--- config.mk ---
export PLATFORM = sky130hd
export DESIGN_NAME = axi_host_port_ctrl_flat
export DESIGN_NICKNAME = d
export VERILOG_FILES = /design/src/rtl/axi_host_port_ctrl_pkg.sv /design/src/rtl/axi_host_port_ctrl_if.sv /design/src/rtl/axi_host_port_ctrl_apb_regs.sv /design/src/rtl/axi_host_port_ctrl.sv /design/src/flat_wrapper.sv
export SDC_FILE = /design/constraint.sdc
export NUM_CORES = 1
export LEC_CHECK = 0
export ABC_AREA = 1
export CAP_MARGIN = 25
export CORE_MARGIN = 1
export CORE_UTILIZATION = 48
export CTS_CLUSTER_SIZE = 16
export DETAILED_ROUTE_END_ITERATION = 8
export PLACE_DENSITY_LB_ADDON = 0.3
export SLEW_MARGIN = 20
export SYNTH_ARGS = -nofsm -noshare
export SYNTH_HDL_FRONTEND = slang
export SYNTH_HIERARCHICAL = 1
export SYNTH_SLANG_ARGS = --single-unit
export TNS_END_PERCENT = 10
--- constraint.sdc ---
create_clock -name clk -period 2.5 [get_ports clk]
set_input_delay 0.25 -clock clk [delete_from_list [all_inputs] [get_ports clk]]
set_output_delay 0.25 -clock clk [all_outputs]
set_load 0.005 [all_outputs]
--- src/rtl/axi_host_port_ctrl_pkg.sv ---
// axi_host_pkg: shared widths, AXI encodings, APB register map and A-channel payload type
package axi_host_pkg;
  localparam int ID_W = 4;
  localparam int ADDR_W = 32;
  typedef enum logic [1:0] {BURST_FIXED = 2'd0, BURST_INCR = 2'd1, BURST_WRAP = 2'd2} burst_e;
  typedef enum logic [1:0] {RESP_OKAY = 2'd0, RESP_EXOKAY = 2'd1, RESP_SLVERR = 2'd2, RESP_DECERR = 2'd3} resp_e;
  localparam int REG_CTRL = 'h00;
  localparam int REG_STATUS = 'h04;
  localparam int REG_ACNT = 'h08;
  localparam int REG_BCNT = 'h0C;
  localparam int REG_LASTB = 'h10;
  localparam int REG_ERRCNT = 'h14;
  typedef struct packed {
    logic [ID_W-1:0] id;
    logic [ADDR_W-1:0] addr;
    logic [7:0] len;
    logic [2:0] size;
    logic [1:0] burst;
  } a_payload_t;
endpackage

--- src/rtl/axi_host_port_ctrl_if.sv ---
// axi_host_port_ctrl_if: command, AXI A/B and APB signals; master is the port controller, slave its environment
interface axi_host_port_ctrl_if #(
  parameter int ID_W = axi_host_pkg::ID_W,
  parameter int ADDR_W = axi_host_pkg::ADDR_W,
  parameter int PADDR_W = 12
);
  logic cmd_valid, cmd_ready;
  logic [ID_W-1:0] cmd_id;
  logic [ADDR_W-1:0] cmd_addr;
  logic [7:0] cmd_len;
  logic [2:0] cmd_size;
  logic [1:0] cmd_burst;
  logic avalid, aready;
  logic [ID_W-1:0] aid;
  logic [ADDR_W-1:0] aaddr;
  logic [7:0] alen;
  logic [2:0] asize;
  logic [1:0] aburst;
  logic bvalid, bready;
  logic [ID_W-1:0] bid;
  logic [1:0] bresp;
  logic psel, penable, pwrite;
  logic [PADDR_W-1:0] paddr;
  logic [31:0] pwdata, prdata;
  logic pready, pslverr;
  modport master (
    input cmd_valid, cmd_id, cmd_addr, cmd_len, cmd_size, cmd_burst, aready, bvalid, bid, bresp,
          psel, penable, pwrite, paddr, pwdata,
    output cmd_ready, avalid, aid, aaddr, alen, asize, aburst, bready, prdata, pready, pslverr
  );
  modport slave (
    output cmd_valid, cmd_id, cmd_addr, cmd_len, cmd_size, cmd_burst, aready, bvalid, bid, bresp,
           psel, penable, pwrite, paddr, pwdata,
    input cmd_ready, avalid, aid, aaddr, alen, asize, aburst, bready, prdata, pready, pslverr
  );
endinterface

--- src/rtl/axi_host_port_ctrl_apb_regs.sv ---
// axi_host_port_apb_regs: zero-wait APB slave holding CTRL, outstanding tracking, counters and last B response
module axi_host_port_apb_regs #(
  parameter int ID_W = 4,
  parameter int PADDR_W = 12
) (
  input  logic               clk,
  input  logic               rst_n,
  input  logic               psel,
  input  logic               penable,
  input  logic               pwrite,
  input  logic [PADDR_W-1:0] paddr,
  input  logic [31:0]        pwdata,
  output logic [31:0]        prdata,
  output logic               pready,
  output logic               pslverr,
  input  logic               a_hs,
  input  logic               bvalid,
  input  logic [ID_W-1:0]    bid,
  input  logic [1:0]         bresp,
  input  logic               avalid,
  output logic [7:0]         outst,
  output logic               ctrl_en,
  output logic               bready
);
  import axi_host_pkg::*;
  logic en, brdy, unexp, setup, wr, b_hs, err, mapped;
  logic is_ctrl, is_status, is_acnt, is_bcnt, is_lastb, is_errcnt;
  logic [31:0] acnt, bcnt, errcnt, rdata;
  logic [ID_W+1:0] lastb;
  logic unused_pwdata;
  assign unused_pwdata = ^pwdata[31:2];
  assign ctrl_en = en;
  assign b_hs = bvalid & bready;
  assign setup = psel & ~penable;
  assign wr = psel & penable & pwrite & pready & ~pslverr;
  assign is_ctrl = paddr == PADDR_W'(REG_CTRL);
  assign is_status = paddr == PADDR_W'(REG_STATUS);
  assign is_acnt = paddr == PADDR_W'(REG_ACNT);
  assign is_bcnt = paddr == PADDR_W'(REG_BCNT);
  assign is_lastb = paddr == PADDR_W'(REG_LASTB);
  assign is_errcnt = paddr == PADDR_W'(REG_ERRCNT);
  assign mapped = is_ctrl | is_status | is_acnt | is_bcnt | is_lastb | is_errcnt;
  assign err = ~mapped | (pwrite & is_lastb);
  assign rdata = is_ctrl   ? 32'({brdy, en}) :
                 is_status ? 32'({unexp, avalid, outst}) :
                 is_acnt   ? acnt :
                 is_bcnt   ? bcnt :
                 is_lastb  ? 32'(lastb) :
                 is_errcnt ? errcnt : '0;
  // response is registered at the setup edge so it is presented for exactly the access cycle
  always_ff @(posedge clk)
    if (rst_n) begin
      prdata <= '0;
      pready <= 1'b0;
      pslverr <= 1'b0;
      bready <= 1'b0;
      {brdy, en} <= 2'b11;
      unexp <= 1'b0;
      outst <= '0;
      acnt <= '0;
      bcnt <= '0;
      errcnt <= '0;
      lastb <= '0;
    end else begin
      pready <= setup;
      pslverr <= setup & err;
      prdata <= setup && !pwrite ? rdata : '0;
      bready <= brdy;
      if (wr && is_ctrl) {brdy, en} <= pwdata[1:0];
      unexp <= !(wr && is_status) && (unexp || (b_hs && outst == '0));
      outst <= outst + 8'(a_hs & ~b_hs) - 8'(b_hs & ~a_hs & (outst != '0));
      acnt <= wr && is_acnt ? '0 : acnt + 32'(a_hs);
      bcnt <= wr && is_bcnt ? '0 : bcnt + 32'(b_hs);
      errcnt <= wr && is_errcnt ? '0 : errcnt + 32'(b_hs && bresp != RESP_OKAY);
      if (b_hs) lastb <= {bid, bresp};
    end
endmodule

--- src/rtl/axi_host_port_ctrl.sv ---
// axi_host_port_ctrl: issues host commands as single AXI address beats and tracks B responses under APB control
module axi_host_port_ctrl #(
  parameter int ID_W = axi_host_pkg::ID_W,
  parameter int ADDR_W = axi_host_pkg::ADDR_W,
  parameter int MAX_OUTST = 8,
  parameter int PADDR_W = 12
) (
  input logic clk,
  input logic rst_n,
  axi_host_port_ctrl_if.master bus
);
  import axi_host_pkg::*;
  a_payload_t a_q;
  logic avalid_q, a_hs, ctrl_en;
  logic [7:0] outst;
  assign a_hs = avalid_q & bus.aready;
  assign bus.cmd_ready = ctrl_en & (~avalid_q | bus.aready) & (({1'b0, outst} + 9'(avalid_q)) < 9'(MAX_OUTST));
  always_ff @(posedge clk)
    if (rst_n) begin
      avalid_q <= 1'b0;
      a_q <= '0;
    end else if (bus.cmd_valid && bus.cmd_ready) begin
      avalid_q <= 1'b1;
      a_q <= '{id: bus.cmd_id, addr: bus.cmd_addr, len: bus.cmd_len, size: bus.cmd_size, burst: bus.cmd_burst};
    end else if (a_hs) avalid_q <= 1'b0;
  assign bus.avalid = avalid_q;
  assign bus.aid = ID_W'(a_q.id);
  assign bus.aaddr = ADDR_W'(a_q.addr);
  assign bus.alen = a_q.len;
  assign bus.asize = a_q.size;
  assign bus.aburst = a_q.burst;
  axi_host_port_apb_regs #(.ID_W(ID_W), .PADDR_W(PADDR_W)) u_regs (
    .clk(clk),
    .rst_n(rst_n),
    .psel(bus.psel),
    .penable(bus.penable),
    .pwrite(bus.pwrite),
    .paddr(bus.paddr),
    .pwdata(bus.pwdata),
    .prdata(bus.prdata),
    .pready(bus.pready),
    .pslverr(bus.pslverr),
    .a_hs(a_hs),
    .bvalid(bus.bvalid),
    .bid(bus.bid),
    .bresp(bus.bresp),
    .avalid(avalid_q),
    .outst(outst),
    .ctrl_en(ctrl_en),
    .bready(bus.bready)
  );
endmodule

--- src/flat_wrapper.sv ---
// flat-port wrapper written by rule: the top's interface ports become plain ports
module axi_host_port_ctrl_flat import axi_host_pkg::*;
#(
  parameter int ID_W = axi_host_pkg::ID_W,
  parameter int ADDR_W = axi_host_pkg::ADDR_W,
  parameter int MAX_OUTST = 8,
  parameter int PADDR_W = 12
)
  (clk, rst_n, bus_cmd_valid, bus_cmd_id, bus_cmd_addr, bus_cmd_len, bus_cmd_size, bus_cmd_burst, bus_aready, bus_bvalid, bus_bid, bus_bresp, bus_psel, bus_penable, bus_pwrite, bus_paddr, bus_pwdata, bus_cmd_ready, bus_avalid, bus_aid, bus_aaddr, bus_alen, bus_asize, bus_aburst, bus_bready, bus_prdata, bus_pready, bus_pslverr);
  axi_host_port_ctrl_if #(.ID_W(ID_W), .ADDR_W(ADDR_W), .PADDR_W(PADDR_W)) bus_i ();
  input logic clk;
  input logic rst_n;
  input wire logic [$bits(bus_i.cmd_valid)-1:0] bus_cmd_valid;
  input wire logic [$bits(bus_i.cmd_id)-1:0] bus_cmd_id;
  input wire logic [$bits(bus_i.cmd_addr)-1:0] bus_cmd_addr;
  input wire logic [$bits(bus_i.cmd_len)-1:0] bus_cmd_len;
  input wire logic [$bits(bus_i.cmd_size)-1:0] bus_cmd_size;
  input wire logic [$bits(bus_i.cmd_burst)-1:0] bus_cmd_burst;
  input wire logic [$bits(bus_i.aready)-1:0] bus_aready;
  input wire logic [$bits(bus_i.bvalid)-1:0] bus_bvalid;
  input wire logic [$bits(bus_i.bid)-1:0] bus_bid;
  input wire logic [$bits(bus_i.bresp)-1:0] bus_bresp;
  input wire logic [$bits(bus_i.psel)-1:0] bus_psel;
  input wire logic [$bits(bus_i.penable)-1:0] bus_penable;
  input wire logic [$bits(bus_i.pwrite)-1:0] bus_pwrite;
  input wire logic [$bits(bus_i.paddr)-1:0] bus_paddr;
  input wire logic [$bits(bus_i.pwdata)-1:0] bus_pwdata;
  output wire logic [$bits(bus_i.cmd_ready)-1:0] bus_cmd_ready;
  output wire logic [$bits(bus_i.avalid)-1:0] bus_avalid;
  output wire logic [$bits(bus_i.aid)-1:0] bus_aid;
  output wire logic [$bits(bus_i.aaddr)-1:0] bus_aaddr;
  output wire logic [$bits(bus_i.alen)-1:0] bus_alen;
  output wire logic [$bits(bus_i.asize)-1:0] bus_asize;
  output wire logic [$bits(bus_i.aburst)-1:0] bus_aburst;
  output wire logic [$bits(bus_i.bready)-1:0] bus_bready;
  output wire logic [$bits(bus_i.prdata)-1:0] bus_prdata;
  output wire logic [$bits(bus_i.pready)-1:0] bus_pready;
  output wire logic [$bits(bus_i.pslverr)-1:0] bus_pslverr;
  assign bus_i.cmd_valid = bus_cmd_valid;
  assign bus_i.cmd_id = bus_cmd_id;
  assign bus_i.cmd_addr = bus_cmd_addr;
  assign bus_i.cmd_len = bus_cmd_len;
  assign bus_i.cmd_size = bus_cmd_size;
  assign bus_i.cmd_burst = bus_cmd_burst;
  assign bus_i.aready = bus_aready;
  assign bus_i.bvalid = bus_bvalid;
  assign bus_i.bid = bus_bid;
  assign bus_i.bresp = bus_bresp;
  assign bus_i.psel = bus_psel;
  assign bus_i.penable = bus_penable;
  assign bus_i.pwrite = bus_pwrite;
  assign bus_i.paddr = bus_paddr;
  assign bus_i.pwdata = bus_pwdata;
  assign bus_cmd_ready = bus_i.cmd_ready;
  assign bus_avalid = bus_i.avalid;
  assign bus_aid = bus_i.aid;
  assign bus_aaddr = bus_i.aaddr;
  assign bus_alen = bus_i.alen;
  assign bus_asize = bus_i.asize;
  assign bus_aburst = bus_i.aburst;
  assign bus_bready = bus_i.bready;
  assign bus_prdata = bus_i.prdata;
  assign bus_pready = bus_i.pready;
  assign bus_pslverr = bus_i.pslverr;
  axi_host_port_ctrl #(.ID_W(ID_W), .ADDR_W(ADDR_W), .MAX_OUTST(MAX_OUTST), .PADDR_W(PADDR_W)) u_core (.clk(clk), .rst_n(rst_n), .bus(bus_i));
endmodule
==> out/qor.txt, run 1 <==
worst-path maximum fanout - 3
Max IR drop VDD - 0.645 mV
crit share post-route - 97.1%
first-pass GRT wire length - 46800 microns
Seq/Total Area, Yosys - 37.7%
CTS root buf - clkbuf_16
Max clock buf depth - 2
Hold EP - u_core/u_regs/ctrl_en
worst hold path depth - 3
area leader, netlist - dfxtp_1
pin count of the biggest net entering global routing - 50
drt first pass iters - 5
hold_buf cts - 0
max cap viols - 0
Worst-Skew Late Latency - 0.44 ns
Highest Clock Rate - 412 MHz
dpl hpwl - 22300 microns
Worst setup SP type - flop
worst r2r dst - u_core/u_regs/outst[6]
pwr/cell area - 691 nW/um^2
crit-path cells - inv_2 -> ha_2 -> nand4_1 -> nand2_1 -> nor2_1 -> ha_1 -> inv_2 -> ha_4 -> inv_2 -> fa_2 -> inv_2 -> nand3_2 -> nand2_2 -> nand2_1 -> nand2_1 -> a21oi_2 -> o21ai_1 -> a21oi_1
nets@finish - 1895
Initial Util - 49.6%
RSZ-0062 raised after global routing - true
layout cell share with drive strength beyond 1 - 11.4%
worst min-delay path category - in2reg
Initial DRC Count - 645
EDFF count, synth - 0
delay-heaviest family, CP - adder cells
Setup CP Type - reg2reg
Worst EP required - 2.84 ns
Post-route DRC - 0
antenna violations before repair - 0
CP Buf/Inv Count - 4
final worst path period need - 2.43 ns
Worst Tran Pin Value - 0.532 ns
area share of the largest cell type after synthesis - 37.7%
die area - 22500 sq um
synth top area cells - dfxtp_1 38%, nand2_1 14%, inv_1 9.1%
gpl congestion - 0.919
mapped cell area - 10500 sq um
Max transition margin - 64.6%
Mapped Cells - 1585
R2R Path Start - u_core/u_regs/outst[6]
wire per inst - 14.5 microns
Reg clk slew, reported paths - 0.08 ns
most used cell along the critical path - inv_2
Syn-to-layout area delta - 27.3%
Hold Vio Cnt, Final - 0
fillers - 1918
Total Routing Usage GR - 26.4%
DIE HEIGHT - 150 microns
final cell utilization of the core - 63.1%
Worst Skew - 0.0135 ns
total core area - 21200 sq um
CTS Sinks - 198
post-DR vias/cell - 5.08
HP Start - bus_pwdata[0]
setup_tns - 0 ns
R2R setup slack - 0.07 ns
Final Setup Violations - 0
Crit. End Element - flop
FF+latch count, synth - 198
Synth Warn # - 6
Post-DRT Antenna Nets - 0
CTS tree - built
CTS Buf Count - 17
Slew Limit Fails - 0
gr ovfl total - 0
Port Buf Inserts - 162
status - finished clean
Synth Net Count - 1710
number of global-route vias before repair - 9487
Syn Area/Cell - 6.63 sq um
routed vias - 10500
# rows - 53
die width - 150 microns
ys async rst share - 0%
CP Data Arrival Time - 2.76 ns
CTS H-tree depth - 4
CP max stage cell - fa_2
reg2reg path depth - 18
Routed WL - 29900 microns
crit-path max cell delay - 0.38 ns
Main synth FF type - dfxtp_1
Pleak - 0.00524 uW
Netlist cell types - 47
hold slack - 0.388 ns
IO Count - 193
-- area by class of cell --
cell class | instances | area, sq um | share of cell area [%]
Timing Repair Buffer | 219 | 2110 | 15.8
Multi-Input combinational cell | 1045 | 5250 | 39.2
Tap cell | 275 | 344 | 2.57
Inverter | 289 | 1080 | 8.10
Sequential cell | 198 | 3970 | 29.7
Clock inverter | 14 | 189 | 1.41
Clock buffer | 18 | 429 | 3.21
Antenna cell | 1 | 2.50 | 0.0187
-- cells in the mapped netlist (10+ instances only) --
cell,instances
nand2_1,383
inv_1,254
dfxtp_1,198
nor2_1,191
a21oi_1,102
nand4_1,87
o21ai_0,58
nor3_1,35
inv_2,34
nand3_1,33
o21a_1,23
buf_2,18
ha_1,17
clkbuf_1,14
xor2_1,13
nor2_2,12
or2_0,11
buf_4,10
nor2_4,10
-- worst max-delay path by stage --
stage,from,to,slack (ns),depth (start not counted)
after global routing,u_core/u_regs/outst[6],u_core/u_regs/outst[6],-0.07,18
after CTS,u_core/u_regs/outst[2],u_core/u_regs/outst[6],0.01,18
after detailed placement,bus_bvalid,u_core/u_regs/outst[6],-0.17,18
after floorplan,u_core/u_regs/bready,u_core/u_regs/outst[6],0.15,17
final,u_core/u_regs/outst[6],u_core/u_regs/outst[6],0.07,18
after global placement,bus_bvalid,u_core/u_regs/outst[6],-0.08,18
-- power breakdown --
| part | switching (uW) | leakage (uW) | total [uW] | internal [uW] |
|---|---|---|---|---|
| logic | 1510 | 0.00334 | 2730 | 1220 |
| registers | 154 | 0.00161 | 3600 | 3450 |
| clock network | 1310 | 0.000296 | 2920 | 1610 |
| total | 2980 | 0.00524 | 9250 | 6270 |
-- flip-flops by register name, summed over array words and instances, names as in the netlist, 2 cells and up --
register              flops
u_core/bus.aburst         2
u_core/bus.alen           8
u_core/u_regs/acnt       32
u_core/bus.aaddr         32
u_core/bus.aid            4
u_core/u_regs/errcnt     32
u_core/bus.asize          3
u_core/u_regs/bcnt       32
u_core/u_regs/outst       8
u_core/u_regs/prdata     32
u_core/u_regs/lastb       6
-- worst min-delay path, stage by stage --
cell	delay, ns
clkdlybuf4s50_1	0.40
nand2_1	0.07
nand3_1	0.07
-- per-layer routing --
metal	vias to the layer above	wire length, microns	GRT usage (%)
met2	290	14500	44.2
met5	-	0	0
met4	0	711	9.60
met1	4757	13000	34.6
met3	52	1650	3.51
li1	5358	-	-
-- timing repair --
item / in CTS / in global routing
buffers inserted: 1 / 4
resized for setup: 3 / 24
setup endpoints to repair: 1 / 2
pin swaps: 2 / 7
-- through the flow --
step	instance area (sq um)	total power (uW)	worst slack, ns	std cells
2_1_floorplan	10500	5220	0.153	1585
3_3_place_gp	12700	6130	-0.0805	2021
3_5_place_dp	12700	6200	-0.169	2021
4_1_cts	13300	9140	0.0121	2054
5_1_grt	13400	9770	-0.0746	2058
6_report	13400	9250	0.0728	2059
-- logic make-up (layout without fill, tap and decap cells) --
kind of cell	count (synthesis)	after routing	synth area share, %
buffers and inverters	342	540	12.9
AOI/OAI and AO/OA	199	199	10.5
xor gates and xnor gates	19	19	1.58
other	0	1	0
and+or+nand+nor	809	809	35.1
DFF	198	198	37.7
adders and majority gates	18	18	2.21
-- placed cells by master (no fill, tap or decap), types with 4 or more instances in the layout --
master / count
o21a_1: 23
a21oi_1: 101
xnor2_1: 6
clkdlybuf4s50_1: 162
inv_6: 4
nor2_4: 11
ha_1: 13
nor3_1: 35
or2_0: 11
nand4_1: 87
inv_2: 42
inv_1: 246
nor2_2: 11
nor2_1: 191
nor4_1: 4
o21ai_0: 57
clkbuf_16: 17
o21ai_2: 6
nand3_1: 32
dfxtp_2: 7
nor3b_1: 6
or2_2: 7
buf_12: 5
nand2_1: 382
buf_4: 52
nand3_2: 8
o211ai_1: 5
nand2_2: 7
xor2_1: 13
dfxtp_1: 191
Power figures use the tool's default switching activity.
==> run 2: changes to the inputs <==
--- a/config.mk
+++ b/config.mk
@@ -8,7 +8,7 @@
 export ABC_AREA = 1
 export CAP_MARGIN = 25
 export CORE_MARGIN = 1
-export CORE_UTILIZATION = 48
+export CORE_UTILIZATION = 35
 export CTS_CLUSTER_SIZE = 16
 export DETAILED_ROUTE_END_ITERATION = 8
 export PLACE_DENSITY_LB_ADDON = 0.3
==> run 2 against run 1 <==
  * Cell area is 1.5% higher
  * Register-to-register slack worse by 0.07 ns
  * Die area is 37% higher
  * Worst hold slack better by 0.0040 ns
  * Non-clock buffer count is 5 higher
  * Critical path depth stayed put
  * Sequential cell count stayed put
==> out/qor.txt, run 2 (synthesis gave the netlist of run 1 again) <==
fin cells - 2178
Max clock buf depth - 2
Worst setup SP type - flop
P_int - 6240 uW
layout cell share with drive strength beyond 1 - 11.7%
Worst Skew - 0.00965 ns
CTS root buf - clkbuf_16
Worst EP required - 2.84 ns
Sw Share - 33.2%
Pleak - 0.00528 uW
wire per inst - 14.3 microns
CTS Sinks - 198
combinational power share - 29.7%
nets@finish - 1900
Port Buf Inserts - 162
Initial DRC Count - 706
Crit. End Element - flop
antenna violations before repair - 1
Slew Limit Fails - 0
die width - 175 microns
max cap viols - 0
drt first pass iters - 5
status - finished clean
Reg clk slew, reported paths - 0.08 ns
commonest non-fill, non-tap cell in the layout - nand2_1
CP Data Arrival Time - 2.83 ns
first-pass GRT wire length - 48700 microns
Post-route DRC - 0
Clk pwr share - 31.7%
# rows - 63
worst-path maximum fanout - 3
CP Buf/Inv Count - 4
post-DR vias/cell - 4.78
CTS Buf Count - 17
Seq pwr share - 38.5%
dpl hpwl - 23700 microns
pin count of the biggest net entering global routing - 51
Highest Clock Rate - 401 MHz
Setup CP Type - reg2reg
pwr/cell area - 687 nW/um^2
Worst-Skew Late Latency - 0.45 ns
Routed WL - 31000 microns
routed vias - 10400
Initial Util - 35.6%
most frequent cells in the layout - 382 x nand2_1, 246 x inv_1, 192 x dfxtp_1
crit-path max cell delay - 0.37 ns
RSZ-0062 raised after global routing - true
Max transition margin - 64.3%
hold slack - 0.392 ns
Worst Tran Pin Value - 0.535 ns
gpl congestion - 0.900
final worst path period need - 2.49 ns
total core area - 29600 sq um
Total Routing Usage GR - 20.1%
diode count - 0
Post-DRT Antenna Nets - 0
CP max stage cell - fa_2
Placed Cells - 2145
crit share post-route - 99.8%
Final Setup Violations - 0
CTS tree - built
Hold Vio Cnt, Final - 0
number of global-route vias before repair - 9536
Syn-to-layout area delta - 29.2%
gr ovfl total - 0
delay-heaviest family, CP - adder cells
net switching power - 3090 uW
crit-path cells - inv_2 -> ha_2 -> nand4_1 -> nand2_1 -> nor2_1 -> ha_1 -> inv_1 -> ha_2 -> inv_2 -> fa_2 -> inv_2 -> nand3_2 -> nand2_2 -> nand2_1 -> nand2_1 -> a21oi_2 -> o21ai_1 -> a21oi_1
worst min-delay path category - in2reg
Max IR drop VDD - 0.382 mV
die area - 30700 sq um
IO Count - 193
CTS H-tree depth - 4
DIE HEIGHT - 175 microns
## run 2: metrics by stage
stage / power (uW) / TNS, ns / cell area (sq um) / util (%) / setup slack [ns]
after floorplan: 5220 / 0 / 10500 / - / 0.153
after global placement: 6250 / -0.453 / 12900 / 43.6 / -0.129
after detailed placement: 6300 / -0.651 / 12900 / 43.6 / -0.153
after CTS: 9290 / 0 / 13500 / 45.7 / 0.0184
after global routing: 9920 / -0.212 / 13600 / 46.0 / -0.197
final: 9330 / 0 / 13600 / 46.0 / 0.00572
## run 2: path summary, 6_finish.rpt
kind                          startpoint                     end  slack [ns]  cells past startpoint
setup / recovery  u_core/u_regs/outst[3]  u_core/u_regs/outst[6]       0.006                     18
hold / removal             bus_pwdata[0]   u_core/u_regs/ctrl_en        0.39                      3
setup reg to reg  u_core/u_regs/outst[3]  u_core/u_regs/outst[6]       0.006                     18
hold reg to reg   u_core/u_regs/bcnt[30]  u_core/u_regs/bcnt[30]        0.46                      2
## run 2: area by class of cell
type                    instances  area (sq um)
repair buffers                224          2160
inverters                     289          1080
multi-input cells            1045          5250
clock buffers                  17           425
flip-flops and latches        198          3970
well taps                     390           488
fillers                      3050         16000
clock inverters                15           204
## run 2: what timing repair did
item,4_1_cts,5_1_grt
pin swaps,2,12
hold buffers,0,0
setup buffers,0,1
setup endpoints to repair,1,2
cloned,0,0
gates resized for setup,2,24
## run 2: worst reg2reg max path, cell delays in order (launching register included)
cell and delay, ns:
dfxtp_2 0.33, inv_2 0.05, ha_2 0.17, nand4_1 0.15, nand2_1 0.11, nor2_1 0.05
ha_1 0.27, inv_1 0.07, ha_2 0.18, inv_2 0.04, fa_2 0.37, inv_2 0.07
nand3_2 0.08, nand2_2 0.07, nand2_1 0.05, nand2_1 0.08, a21oi_2 0.06, o21ai_1 0.13
a21oi_1 0.05
## run 2: power groups by stage
stage / sequential [uW] / combinational [uW] / clock, uW
after floorplan: 3680 / 1540 / 0
after global placement: 3640 / 2620 / 0
after detailed placement: 3650 / 2650 / 0
after CTS: 3580 / 2660 / 3050
after global routing: 3630 / 3140 / 3160
final: 3590 / 2770 / 2960
## run 2: per-layer routing
metal | vias to the layer above | wire length (microns) | global-route usage, %
met5 | - | 8 | 0
met4 | 2 | 905 | 7.64
met3 | 59 | 1490 | 3.31
met2 | 277 | 14900 | 34.4
met1 | 4701 | 13800 | 25.3
li1 | 5366 | - | -
==> run 3: changes to the inputs <==
--- a/config.mk
+++ b/config.mk
@@ -7,7 +7,7 @@
 export LEC_CHECK = 0
 export ABC_AREA = 1
 export CAP_MARGIN = 25
-export CORE_MARGIN = 1
+export CORE_MARGIN = 3
 export CORE_UTILIZATION = 35
 export CTS_CLUSTER_SIZE = 16
 export DETAILED_ROUTE_END_ITERATION = 8
==> run 3 against run 2 <==
  * The run now ends with negative setup slack left
  * Wire length increased by 1.5%
  * Clock skew increased by 0.0046 ns
  * Maximum frequency decreased by 0.28%
  * Via count about the same
  * Final cell count about the same
  * Sequential share of layout area decreased by 0.058 points
  * Sequential power about the same
  * Utilization increased by 0.69 points
==> out/qor.txt, run 3 (synthesis gave the netlist of run 1 again) <==
pwr/cell area - 682 nW/um^2
Worst-Skew Late Latency - 0.44 ns
first-pass GRT wire length - 49000 microns
CTS Sinks - 198
number of global-route vias before repair - 9754
Slew Limit Fails - 0
Initial Util - 36.1%
footprint of the multi-input gates - 5250 sq um
crit-path max cell delay - 0.38 ns
worst-path maximum fanout - 3
Post-route DRC - 0
CTS tree - built
commonest non-fill, non-tap cell in the layout - nand2_1
max cap viols - 0
total core area - 29200 sq um
CP Data Arrival Time - 2.84 ns
Worst setup SP type - flop
# rows - 62
antenna violations before repair - 0
routed vias - 10400
CTS Buf Count - 17
Reg area - 3970 sq um
R2R Path Start - u_core/u_regs/outst[3]
CP max stage cell - fa_2
hold slack - 0.403 ns
gr ovfl total - 0
Total Routing Usage GR - 19.0%
smallest setup slack after layout - -0.00133 ns
crit share post-route - 100%
dpl hpwl - 24100 microns
DIE HEIGHT - 179 microns
nets@finish - 1904
wire per inst - 14.5 microns
Crit. End Element - flop
drt first pass iters - 5
final worst path period need - 2.50 ns
Pleak - 0.00529 uW
Setup CP Type - reg2reg
IO Count - 193
diode count - 0
delay-heaviest family, CP - adder cells
CTS H-tree depth - 4
Critical path origin - u_core/u_regs/outst[3]
Routed WL - 31500 microns
Finished Cell Area - 13600 sq um
CP Buf/Inv Count - 4
Reg clk slew, reported paths - 0.09 ns
gpl congestion - 0.958
Initial DRC Count - 771
Syn-to-layout area delta - 29.4%
HP Start - rst_n
CTS root buf - clkbuf_16
Max IR drop VDD - 0.382 mV
Hold Vio Cnt, Final - 0
fillers - 3053
Worst Tran Pin Value - 0.518 ns
Post-DRT Antenna Nets - 0
die area - 32200 sq um
layout cell share with drive strength beyond 1 - 11.7%
most used cell along the critical path - inv_2
Max transition margin - 65.2%
crit-path cells - inv_2 -> ha_4 -> nand4_1 -> nand2_1 -> nor2_1 -> ha_1 -> inv_2 -> ha_4 -> inv_2 -> fa_2 -> inv_2 -> nand3_2 -> nand2_2 -> nand2_1 -> nand2_1 -> a21oi_2 -> o21ai_1 -> a21oi_1
Highest Clock Rate - 400 MHz
Port Buf Inserts - 162
Worst Skew - 0.0143 ns
Max clock buf depth - 2
most frequent cells in the layout - 382 x nand2_1, 246 x inv_1, 193 x dfxtp_1
status - finished, violations left
post-DR vias/cell - 4.79
Final Setup Violations - 1
die width - 179 microns
pin count of the biggest net entering global routing - 50
RSZ-0062 raised after global routing - true
worst min-delay path category - in2reg
post-placement cell area - 12900 sq um
failing checks - negative setup slack
Worst EP required - 2.84 ns
-- run 3: through the flow --
stage	total power [uW]	utilization, %	setup slack, ns	TNS, ns	cells
2_1_floorplan	5220	-	0.153	0	1585
3_3_place_gp	6250	44.3	-0.121	-0.443	2143
3_5_place_dp	6310	44.3	-0.141	-0.690	2143
4_1_cts	9220	46.4	0.0227	0	2175
5_1_grt	9860	46.6	-0.0870	-0.0870	2176
6_report	9280	46.6	-0.00133	-0.00133	2176
-- run 3: worst reg2reg max path, cell delays in order (launching register included) --
cell and delay (ns):
dfxtp_2 0.33, inv_2 0.07, ha_4 0.13, nand4_1 0.16
nand2_1 0.12, nor2_1 0.05, ha_1 0.28, inv_2 0.07
ha_4 0.14, inv_2 0.04, fa_2 0.38, inv_2 0.08
nand3_2 0.08, nand2_2 0.09, nand2_1 0.05, nand2_1 0.09
a21oi_2 0.07, o21ai_1 0.13, a21oi_1 0.05
-- run 3: final timing paths --
| path | to | slack, ns | depth (start not counted) |
|---|---|---|---|
| worst max-delay path | u_core/u_regs/outst[6] | -0.001 | 18 |
| worst min-delay path | u_core/u_regs/pready | 0.40 | 2 |
| worst max register to register | u_core/u_regs/outst[6] | -0.001 | 18 |
| worst min register to register | u_core/u_regs/bready | 0.46 | 2 |
-- run 3: power breakdown --
group	switching, uW	internal (uW)	total [uW]
clock network	1440	1460	2900
registers	141	3440	3580
logic	1540	1250	2790
total	3120	6160	9280
-- run 3: cell type report --
class	instances	area share [%]
multi-input cells	1045	38.6
well taps	384	3.53
flip-flops and latches	198	29.2
repair buffers	228	16.1
clock buffers	17	3.13
clock inverters	15	1.50
inverters	289	7.97
-- run 3: repair_timing --
action / 4_1_cts / 5_1_grt
gates cloned: 0 / 0
buffers inserted: 0 / 1
pin swaps: 1 / 9
endpoints found under the setup margin: 1 / 1
hold buffers: 0 / 0
resized for setup: 3 / 21
-- run 3: metal layers --
layer / routed length, microns / GRT usage [%] / part of all wire (%) / vias to the layer above
met3: 1460 / 2.34 / 4.6 / 52
li1: - / - / - / 5380
met1: 14100 / 25.0 / 45 / 4710
met4: 962 / 7.18 / 3.1 / 0
met2: 15000 / 32.1 / 48 / 271
met5: 0 / 0 / 0 / -
==> RTL change, RTL diff (settings of run 2) <==
`PADDR_W` is set to 12 in 4 places; all go to 13.
--- a/src/rtl/axi_host_port_ctrl_if.sv
+++ b/src/rtl/axi_host_port_ctrl_if.sv
@@ -2,7 +2,7 @@
 interface axi_host_port_ctrl_if #(
   parameter int ID_W = axi_host_pkg::ID_W,
   parameter int ADDR_W = axi_host_pkg::ADDR_W,
-  parameter int PADDR_W = 12
+  parameter int PADDR_W = 13
 );
   logic cmd_valid, cmd_ready;
   logic [ID_W-1:0] cmd_id;
--- a/src/rtl/axi_host_port_ctrl_apb_regs.sv
+++ b/src/rtl/axi_host_port_ctrl_apb_regs.sv
@@ -1,7 +1,7 @@
 // axi_host_port_apb_regs: zero-wait APB slave holding CTRL, outstanding tracking, counters and last B response
 module axi_host_port_apb_regs #(
   parameter int ID_W = 4,
-  parameter int PADDR_W = 12
+  parameter int PADDR_W = 13
 ) (
   input  logic               clk,
   input  logic               rst_n,
--- a/src/rtl/axi_host_port_ctrl.sv
+++ b/src/rtl/axi_host_port_ctrl.sv
@@ -3,7 +3,7 @@
   parameter int ID_W = axi_host_pkg::ID_W,
   parameter int ADDR_W = axi_host_pkg::ADDR_W,
   parameter int MAX_OUTST = 8,
-  parameter int PADDR_W = 12
+  parameter int PADDR_W = 13
 ) (
   input logic clk,
   input logic rst_n,
--- a/src/flat_wrapper.sv
+++ b/src/flat_wrapper.sv
@@ -4,7 +4,7 @@
   parameter int ID_W = axi_host_pkg::ID_W,
   parameter int ADDR_W = axi_host_pkg::ADDR_W,
   parameter int MAX_OUTST = 8,
-  parameter int PADDR_W = 12
+  parameter int PADDR_W = 13
 )
   (clk, rst_n, bus_cmd_valid, bus_cmd_id, bus_cmd_addr, bus_cmd_len, bus_cmd_size, bus_cmd_burst, bus_aready, bus_bvalid, bus_bid, bus_bresp, bus_psel, bus_penable, bus_pwrite, bus_paddr, bus_pwdata, bus_cmd_ready, bus_avalid, bus_aid, bus_aaddr, bus_alen, bus_asize, bus_aburst, bus_bready, bus_prdata, bus_pready, bus_pslverr);
   axi_host_port_ctrl_if #(.ID_W(ID_W), .ADDR_W(ADDR_W), .PADDR_W(PADDR_W)) bus_i ();
Interface: changed (resized bus_paddr); port bits go from 193 to 194. The function was not compared with the original's and may differ.
==> RTL change against run 2 <==
- total power rose by 2.2%
- sequential cell count did not move
- sequential share of layout area fell by 0.31 points
- cell area rose by 1.1%
- setup slack improved by 70 ps
- critical path type unchanged
- area after synthesis rose by 1.1%
- wire length rose by 5.9%
- utilization rose by 0.24 points
==> RTL change: results (changes against run 2) <==
Run status = finished, final reports clean
Library cells used by synthesis = 42 (-11%)
Half-perimeter wire length after detailed placement = 25100 um (+5.9%)
Total power of the final layout = 9.54 mW (+2.2%)
Detailed-routing iteration count for the pre-antenna-repair pass = 7 (+2)
DRC marker count from the first detailed-route iteration = 765 (+8.4%)
Met1 Use GR = 27.2% (+1.9 points)
M1 wire length = 14600 um (+6.2%)
Routed wire length per instance = 14.7 um (+2.8%)
P_clk = 3.15 mW (+6%)
Leak = 5.22 nW (-1.2%)
Post-synthesis average cell area = 6.45 um^2 (-2.8%)
Global-route total usage across every layer = 21.0% (+0.92 points)
Fin nets = 1966 (+3.5%)
Met2 Track Usage GR = 34.6% (+0.20 points)
Number of placed instances, taps included = 2207 (+2.9%)
Remaining design rule violation count = 0 (unchanged)
Fraction of layout instances using a drive strength above 1 = 10.1% (-1.5 points)
Placeable core area = 29700 um^2 (+0.53%)
Worst Clk Skew = 10.1 ps (+0.406 ps)
Routed met3 length = 1740 um (+17%)
Antenna violations before repair = 0 (-1)
Via count of the first global-routing pass = 9979 (+4.6%)
Actual slew at the worst max-slew pin = 556 ps (+21.3 ps)
Largest net degree at the start of global routing = 50 (-2.0%)
Gpl congestion = 0.924 (+2.7%)
Dominant cells by area after synthesis = dfxtp_1 37%, nand2_1 15%, inv_1 9.7%
Post-detailed-route via-to-cell ratio = 4.82 (+0.90%)
Data arrival time at the worst-slack endpoint = 2750 ps (-80 ps)
Synth Net Count = 1774 (+3.7%)
Top Layer Used = met4
Peak supply drop = 0.588 mV (+54%)
Global-route wire length before repair = 51300 um (+5.3%)
Met2 routed WL = 15400 um (+3.6%)
List of most frequent post-synthesis cells = 420 x nand2_1, 275 x inv_1, 198 x dfxtp_1, 182 x nor2_1, 134 x a21oi_1
Switching Share = 31.0% (-2.2 points)
Post-Route WL = 32900 um (+5.9%)
Met3 Resource Use GR = 3.08% (-0.23 points)
RTL change: changes by cell type after synthesis, sizes merged, moves of 4 or more:
| cell | before | now |
|---|---|---|
| o21ai | 64 | 74 |
| nor3 | 38 | 42 |
| nand4 | 87 | 78 |
| o21a | 23 | 1 |
| buf | 37 | 41 |
| or2 | 18 | 7 |
| xor2 | 13 | 8 |
| inv | 288 | 307 |
| nand3 | 41 | 71 |
| a21oi | 102 | 139 |
| nor2 | 214 | 200 |
| clkbuf | 16 | 10 |
| nand2 | 391 | 424 |
RTL change: path summary, 6_finish.rpt:
check / slack [ps] / cells past startpoint / to
worst max register to register: 80 / 18 / u_core/u_regs/outst[6]
worst min register to register: 460 / 2 / u_core/u_regs/bcnt[31]
worst min-delay path: 400 / 3 / u_core/u_regs/ctrl_en
worst max-delay path: 80 / 18 / u_core/u_regs/outst[6]
RTL change: area by class of cell:
type	count	area, um^2	share of cell area, %
repair buffers	224	2160	15.8
clock inverters	11	221	1.61
flip-flops and latches	198	3970	28.9
clock buffers	21	440	3.21
multi-input cells	1090	5280	38.5
inverters	309	1160	8.45
well taps	390	488	3.55
RTL change: cell families after synthesis:
group | share of synthesized area (%)
compound gates | 11.0
flops | 37.3
fa+ha+maj | 2.19
buf+inv | 13.6
xor+xnor | 0.907
simple gates | 35.1
RTL change: timing repair:
item / in CTS / in global routing
resized for setup: 1 / 26
setup buffers: 0 / 4
gates cloned: 0 / 0
endpoints found under the setup margin: 1 / 1
pin swaps: 0 / 10
RTL change: metrics by stage:
step	area, um^2	setup WS (ps)
3_5_place_dp	13000	-145
3_3_place_gp	13000	-153
5_1_grt	13700	-95.6
2_1_floorplan	10600	131
4_1_cts	13600	19.8
6_report	13700	75.6
